File: config.mk
export PLATFORM = sky130hd
export DESIGN_NAME = myo_spi_scheduler
export DESIGN_NICKNAME = d
export VERILOG_FILES = /design/src/rtl/myo_sched_pkg.sv /design/src/rtl/myo_tick_gen.sv /design/src/rtl/myo_spi_scheduler.sv
export SDC_FILE = /design/constraint.sdc
export NUM_CORES = 1
export LEC_CHECK = 0
export BUFFER_PORTS_ARGS = -buffer_cell sky130_fd_sc_hd__buf_2
export CAP_MARGIN = 20
export CORE_ASPECT_RATIO = 0.7
export CORE_MARGIN = 10
export CORE_UTILIZATION = 50
export CTS_CLUSTER_SIZE = 14
export DETAILED_ROUTE_END_ITERATION = 16
export PLACE_DENSITY_LB_ADDON = 0.12
export SYNTH_ARGS = -nofsm -noshare
export SYNTH_HDL_FRONTEND = slang
export SYNTH_SLANG_ARGS = --single-unit
File: constraint.sdc
create_clock -name clock -period 3.65 [get_ports clock]
set_input_delay 0 -clock clock [delete_from_list [all_inputs] [get_ports clock]]
set_output_delay 0 -clock clock [all_outputs]
set_load 0.05 [all_outputs]
File: src/rtl/myo_sched_pkg.sv
// rtl/myo_sched_pkg.sv - FSM state codes, timing defaults and index-width helper for the SPI scheduler
package myo_sched_pkg;

  localparam logic [3:0] ST_IDLE   = 4'd0;
  localparam logic [3:0] ST_SELECT = 4'd1;
  localparam logic [3:0] ST_SETUP  = 4'd2;
  localparam logic [3:0] ST_FETCH  = 4'd3;
  localparam logic [3:0] ST_START  = 4'd4;
  localparam logic [3:0] ST_WAIT   = 4'd5;
  localparam logic [3:0] ST_STORE  = 4'd6;
  localparam logic [3:0] ST_GAP    = 4'd7;
  localparam logic [3:0] ST_DONE   = 4'd8;

  localparam int SETUP_CYCLES_DEF   = 4;
  localparam int GAP_CYCLES_DEF     = 16;
  localparam int TIMEOUT_CYCLES_DEF = 1024;

  function automatic int idx_width(input int n);
    return (n > 1) ? $clog2(n) : 1;
  endfunction

endpackage

File: src/rtl/myo_tick_gen.sv
// rtl/myo_tick_gen.sv - periodic update tick; counter held at zero while run is low
module myo_tick_gen #(
  parameter int PERIOD = 500000
) (
  input  logic clock,
  input  logic reset,
  input  logic run,
  output logic tick
);

  logic [31:0] cnt_q, cnt_d;

  always_comb begin
    cnt_d = cnt_q;
    if (!run || cnt_q == 32'(PERIOD - 1)) cnt_d = '0;
    else cnt_d = cnt_q + 32'd1;
  end

  always_ff @(posedge clock) begin
    if (reset) cnt_q <= '0;
    else cnt_q <= cnt_d;
  end

  assign tick = run && (cnt_q == 32'(PERIOD - 1));

endmodule

File: src/rtl/myo_spi_scheduler.sv
// rtl/myo_spi_scheduler.sv - walks enabled motor boards in index order, one SPI frame each per update cycle
module myo_spi_scheduler
  import myo_sched_pkg::*;
#(
  parameter int NUMBER_OF_MOTORS = 9,
  parameter int FRAME_WORDS      = 4,
  parameter int CLOCK_FREQ_HZ    = 50000000,
  parameter int UPDATE_FREQ_HZ   = 100,
  parameter int SETUP_CYCLES     = SETUP_CYCLES_DEF,
  parameter int GAP_CYCLES       = GAP_CYCLES_DEF,
  parameter int TIMEOUT_CYCLES   = TIMEOUT_CYCLES_DEF,
  localparam int MW = idx_width(NUMBER_OF_MOTORS),
  localparam int WW = idx_width(FRAME_WORDS)
) (
  input  logic                        clock,
  input  logic                        reset,
  input  logic                        run,
  input  logic                        periodic,
  input  logic                        sw_trigger,
  input  logic [NUMBER_OF_MOTORS-1:0] enable_mask,
  input  logic                        power_sense_n,
  output logic [NUMBER_OF_MOTORS-1:0] ss_n,
  output logic                        spi_start,
  output logic [15:0]                 spi_tx_data,
  input  logic                        spi_done,
  input  logic [15:0]                 spi_rx_data,
  output logic [MW-1:0]               tx_rd_motor,
  output logic [WW-1:0]               tx_rd_word,
  input  logic [15:0]                 tx_rd_data,
  output logic                        rx_we,
  output logic [MW-1:0]               rx_motor,
  output logic [WW-1:0]               rx_word,
  output logic [15:0]                 rx_data,
  output logic                        busy,
  output logic                        cycle_done,
  output logic [NUMBER_OF_MOTORS-1:0] timeout_mask,
  output logic [15:0]                 overrun_count
);

  // motor counter must be able to hold NUMBER_OF_MOTORS itself (the end marker)
  localparam int MW1 = idx_width(NUMBER_OF_MOTORS + 1);
  localparam logic [NUMBER_OF_MOTORS-1:0] SS_ONE = {{(NUMBER_OF_MOTORS-1){1'b0}}, 1'b1};

  logic                        tick, trigger, frame_active;
  logic [3:0]                  state_q, state_d;
  logic [MW1-1:0]              motor_q, motor_d;
  logic [MW-1:0]               mot_idx;
  logic [WW-1:0]               word_q, word_d;
  logic [15:0]                 cnt_q, cnt_d, rx_q, rx_d, ovr_q, ovr_d;
  logic [NUMBER_OF_MOTORS-1:0] mask_q, mask_d, tmo_q, tmo_d;
  logic                        busy_q, busy_d, abort_q, abort_d;

  myo_tick_gen #(.PERIOD(CLOCK_FREQ_HZ / UPDATE_FREQ_HZ)) u_tick (
    .clock (clock),
    .reset (reset),
    .run   (run),
    .tick  (tick)
  );

  assign trigger = periodic ? tick : sw_trigger;
  assign mot_idx = motor_q[MW-1:0];

  always_comb begin
    state_d = state_q;
    motor_d = motor_q;
    word_d  = word_q;
    cnt_d   = cnt_q;
    mask_d  = mask_q;
    tmo_d   = tmo_q;
    rx_d    = rx_q;
    busy_d  = busy_q;
    abort_d = abort_q;
    ovr_d   = ovr_q;
    if (trigger && busy_q && ovr_q != 16'hFFFF) ovr_d = ovr_q + 16'd1;
    case (state_q)
      ST_IDLE: if (trigger && run && !power_sense_n) begin
        mask_d  = enable_mask;
        tmo_d   = '0;
        busy_d  = 1'b1;
        abort_d = 1'b0;
        motor_d = '0;
        state_d = ST_SELECT;
      end
      ST_SELECT: begin
        if (motor_q == MW1'(NUMBER_OF_MOTORS) || !run) state_d = ST_DONE;
        else if (!mask_q[mot_idx]) motor_d = motor_q + 1'b1;
        else begin
          word_d  = '0;
          cnt_d   = '0;
          state_d = ST_SETUP;
        end
      end
      ST_SETUP: begin
        if (cnt_q == 16'(SETUP_CYCLES - 1)) state_d = ST_FETCH;
        else cnt_d = cnt_q + 16'd1;
      end
      ST_FETCH: state_d = ST_START;
      ST_START: begin
        cnt_d   = '0;
        state_d = ST_WAIT;
      end
      ST_WAIT: begin
        if (spi_done) begin
          rx_d    = spi_rx_data;
          state_d = ST_STORE;
        end else if (cnt_q == 16'(TIMEOUT_CYCLES - 1)) begin
          tmo_d[mot_idx] = 1'b1;
          cnt_d          = '0;
          state_d        = ST_GAP;
        end else cnt_d = cnt_q + 16'd1;
      end
      ST_STORE: begin
        if (word_q == WW'(FRAME_WORDS - 1)) begin
          cnt_d   = '0;
          state_d = ST_GAP;
        end else begin
          word_d  = word_q + 1'b1;
          state_d = ST_FETCH;
        end
      end
      ST_GAP: begin
        if (cnt_q == 16'(GAP_CYCLES - 1)) begin
          motor_d = motor_q + 1'b1;
          state_d = (abort_q || power_sense_n || !run) ? ST_DONE : ST_SELECT;
        end else cnt_d = cnt_q + 16'd1;
      end
      ST_DONE: begin
        busy_d  = 1'b0;
        state_d = ST_IDLE;
      end
      default: state_d = ST_IDLE;
    endcase
    // power loss abandons the frame; the gap still runs so the slave sees a clean deselect
    if (power_sense_n && state_q != ST_IDLE && state_q != ST_DONE) begin
      abort_d = 1'b1;
      if (state_q != ST_GAP) begin
        cnt_d   = '0;
        state_d = ST_GAP;
      end
    end
  end

  always_ff @(posedge clock) begin
    if (reset) begin
      state_q <= ST_IDLE;
      motor_q <= '0;
      word_q  <= '0;
      cnt_q   <= '0;
      mask_q  <= '0;
      tmo_q   <= '0;
      rx_q    <= '0;
      ovr_q   <= '0;
      busy_q  <= 1'b0;
      abort_q <= 1'b0;
    end else begin
      state_q <= state_d;
      motor_q <= motor_d;
      word_q  <= word_d;
      cnt_q   <= cnt_d;
      mask_q  <= mask_d;
      tmo_q   <= tmo_d;
      rx_q    <= rx_d;
      ovr_q   <= ovr_d;
      busy_q  <= busy_d;
      abort_q <= abort_d;
    end
  end

  assign frame_active = (state_q == ST_SETUP || state_q == ST_FETCH || state_q == ST_START ||
                         state_q == ST_WAIT  || state_q == ST_STORE) && !power_sense_n;

  assign ss_n          = frame_active ? ~(SS_ONE << mot_idx) : '1;
  assign spi_start     = (state_q == ST_START) && !power_sense_n;
  assign spi_tx_data   = spi_start ? tx_rd_data : 16'd0;
  assign tx_rd_motor   = mot_idx;
  assign tx_rd_word    = word_q;
  assign rx_we         = (state_q == ST_STORE) && !power_sense_n;
  assign rx_motor      = mot_idx;
  assign rx_word       = word_q;
  assign rx_data       = rx_q;
  assign busy          = busy_q;
  assign cycle_done    = (state_q == ST_DONE);
  assign timeout_mask  = tmo_q;
  assign overrun_count = ovr_q;

endmodule

==> flow_summary.json <==
{
  "via_per_inst": 5.69,
  "timing.rr.start": "state_q[1]$_SDFF_PP0_",
  "dieArea_sq_mm": 0.0161,
  "syn_to_final_growth_pct": 22.2,
  "crit_type": "reg -> reg",
  "grt-ovfl-total": 0,
  "irDropWorstVdd_uv": 286,
  "grt_pass1_vias": 5392,
  "holdCritStartpoint": "spi_done",
  "crit_required_ns": 3.89,
  "drc": 0,
  "hold_viol": 0,
  "pwr-share-comb_pct": 20.2,
  "finalCriticalPeriod_ns": 2.78,
  "synthDistinctLibCells": 67,
  "syn_area_sq_mm": 0.00569,
  "cts_made_buffers": 9,
  "core_area_sq_mm": 0.0111,
  "regArea_sq_mm": 0.00220,
  "synth_cells": 718,
  "maxCapViolations": 0,
  "path_clk_slew_ns": 0.07,
  "drv_slew": 0,
  "p_leak_nw": 2.83,
  "rows": 32,
  "final_antenna_net_count": 0,
  "synth-seq-cells": 110,
  "multi_input_area_sq_mm": 0.00324,
  "max-slew-margin-rel_pct": 35.3,
  "power_density_mw_per_mm2": 407,
  "path_cells": "and4bb_1 -> and2_1 -> a2111o_1 -> a2111o_1 -> and2_1 -> a221o_1",
  "post_cts_buffers": 0,
  "final_cell_mix": "129 x buf_2, 110 x dfxtp_1, 96 x nor2_1, 96 x nand2_1, 47 x a21oi_1",
  "ys_seq_area_share_pct": 38.7,
  "nNetsFinal": 911,
  "io_buffers": 129,
  "cts.sinks": 110,
  "grt.total_usage_pct": 20.6,
  "synth_ff_type": "dfxtp_1",
  "wl_per_cell_um": 16.5,
  "finalSetupTns_ns": 0,
  "worst_slew_pin_slew_ns": 0.961,
  "n_fill_cell": 996,
  "skew_ns": 0.0117,
  "crit_path_start_kind": "flop",
  "synth.avg_cell_area_sq_um": 7.92,
  "hold_slack_ns": 0.0700,
  "cp-end-kind": "flop",
  "post_route_cells_drive_above_1_share_pct": 19.3,
  "worstPathArrival_ns": 3.02,
  "layout.cells.most_common": "buf_2",
  "die_h_um": 109,
  "crit_slowest_cell": "dfxtp_1",
  "switching_power_w": 0.000931,
  "ys_warn_count": 0,
  "grt_pass1_wl_mm": 27.6,
  "clock_tree.root_cell": "clkbuf_16",
  "p_int_w": 0.00190,
  "cts_max_level": 3,
  "async_reset_ff_share_pct": 0,
  "post-route-period-util_pct": 76.1,
  "setup_viol": 0,
  "seqPwrFrac_pct": 45.4,
  "antenna_found_initial": 0,
  "ctsResizeCount": 0,
  "switching_share_pct": 32.9,
  "setup.worst_path.start": "state_q[1]$_SDFF_PP0_",
  "initial_core_util_pct": 51.5,
  "grt_max_degree": 51,
  "fp.dieW_um": 147,
  "routed_wl_mm": 16.7,
  "hpwl_mm": 12.2,
  "ioPinCount": 130,
  "clk-insertion-delay-late_ns": 0.35,
  "synth_nets": 776,
  "first_pass_iters": 5,
  "pwr-share-clk_pct": 34.4,
  "worst_hold_path_type": "in -> reg",
  "drt_iter0_drc": 478,
  "cts_buffer_depth": 2,
  "grt_setup_unrepaired": "no",
  "status": "complete, no violations",
  "max_freq_ghz": 0.360,
  "worstPathMaxFanout": 17,
  "critPathMaxStageDelay_ns": 0.68,
  "synth_edf_count": 0,
  "place_congestion": 0.892,
  "cts_tree": "yes",
  "via_count": 5756,
  "cts_hold_buf": 25
}
## final cells by class
class	count	share of cell area (%)
antenna	1	0.0360
clock buffer	9	3.24
inverter	18	0.972
tap	153	2.75
sequential	110	31.7
multi-input combinational	552	46.6
clock inverter	7	1.01
timing repair buffer	162	13.7
## routing by layer
metal | wire [um] | vias up | track usage, %
met5 | 0 | - | 0
met4 | 243 | 0 | 5.43
met3 | 1720 | 20 | 8.77
met2 | 7270 | 220 | 31.6
met1 | 7470 | 2696 | 26.1
li1 | - | 2820 | -
## logic make-up after synthesis
logic type	count (synthesis)	share of synthesized area, %
flip-flops	110	38.7
AND/OR/NAND/NOR	373	33.1
AO/OA/AOI/OAI	117	13.3
adder cells (fa/ha/maj)	10	2.20
buffers and inverters	56	4.38
XOR/XNOR	38	5.85
multiplexers	14	2.46
## flip-flops by register name, summed over array words and instances, names as in the netlist
| signal | flops |
|---|---|
| busy | 1 |
| timeout_mask | 9 |
| rx_motor | 4 |
| rx_data | 16 |
| mask_q | 9 |
| state_q | 4 |
| u_tick.cnt_q | 32 |
| abort_q | 1 |
| overrun_count | 16 |
| rx_word | 2 |
| cnt_q | 16 |
## worst max-delay path, delay by kind of cell, from the launching register on
kind	cells	cell delay, ns
DFF	1	0.68
AOI/OAI and AO/OA	3	1.07
and+or+nand+nor	3	0.91
## cells in the mapped netlist, types with 5 or more instances
library cell	number	area (sq um)
nor4_1	19	119
ha_1	10	125
mux2i_1	14	140
nor3_1	19	95.1
and2_1	22	138
nand2b_1	5	31.3
and3_1	11	68.8
dfxtp_1	110	2200
inv_1	17	63.8
o21ai_0	14	70.1
nand4_1	19	119
nand3_1	36	180
a21oi_1	47	235
xnor2_1	24	210
nand2_1	96	360
buf_4	7	52.6
or3_1	5	31.3
and4_1	7	61.3
clkbuf_1	26	97.6
nor2b_1	7	43.8
or4_1	6	45.0
nor2_1	96	360
o211ai_1	7	52.6
xor2_1	14	123
nor4b_1	5	43.8
o31ai_1	5	37.5
## path summary, 6_finish.rpt
kind                                         endpoint  slack [ns]  depth (start not counted)
worst max register to register   cnt_q[13]$_SDFF_PP0_        0.87                          6
worst max-delay path             cnt_q[13]$_SDFF_PP0_        0.87                          6
worst min-delay path            state_q[1]$_SDFF_PP0_        0.07                          4
worst min register to register   abort_q$_SDFFE_PP0P_        0.46                          2
## power groups by stage
stage	Sequential, W	Clock, W	Combinational [W]
5_1_grt	0.00129	0.00104	0.000625
3_5_place_dp	0.00131	0	0.000544
3_3_place_gp	0.00131	0	0.000540
4_1_cts	0.00128	0.000988	0.000567
6_report	0.00129	0.000974	0.000574
2_1_floorplan	0.00130	0	0.000396
## per-stage QoR
| step | utilization (%) | std cells | total power (W) | cell area (sq um) | setup slack, ns |
|---|---|---|---|---|---|
| after floorplan | - | 718 | 0.00169 | 5690 | 0.964 |
| after global placement | 58.0 | 970 | 0.00185 | 6400 | 0.999 |
| after detailed placement | 58.0 | 970 | 0.00186 | 6400 | 0.930 |
| after CTS | 62.9 | 1011 | 0.00284 | 6950 | 0.935 |
| after global routing | 62.9 | 1011 | 0.00296 | 6950 | 0.657 |
| final | 62.9 | 1012 | 0.00283 | 6950 | 0.872 |
Note: power is estimated with default switching activity, not from simulation.
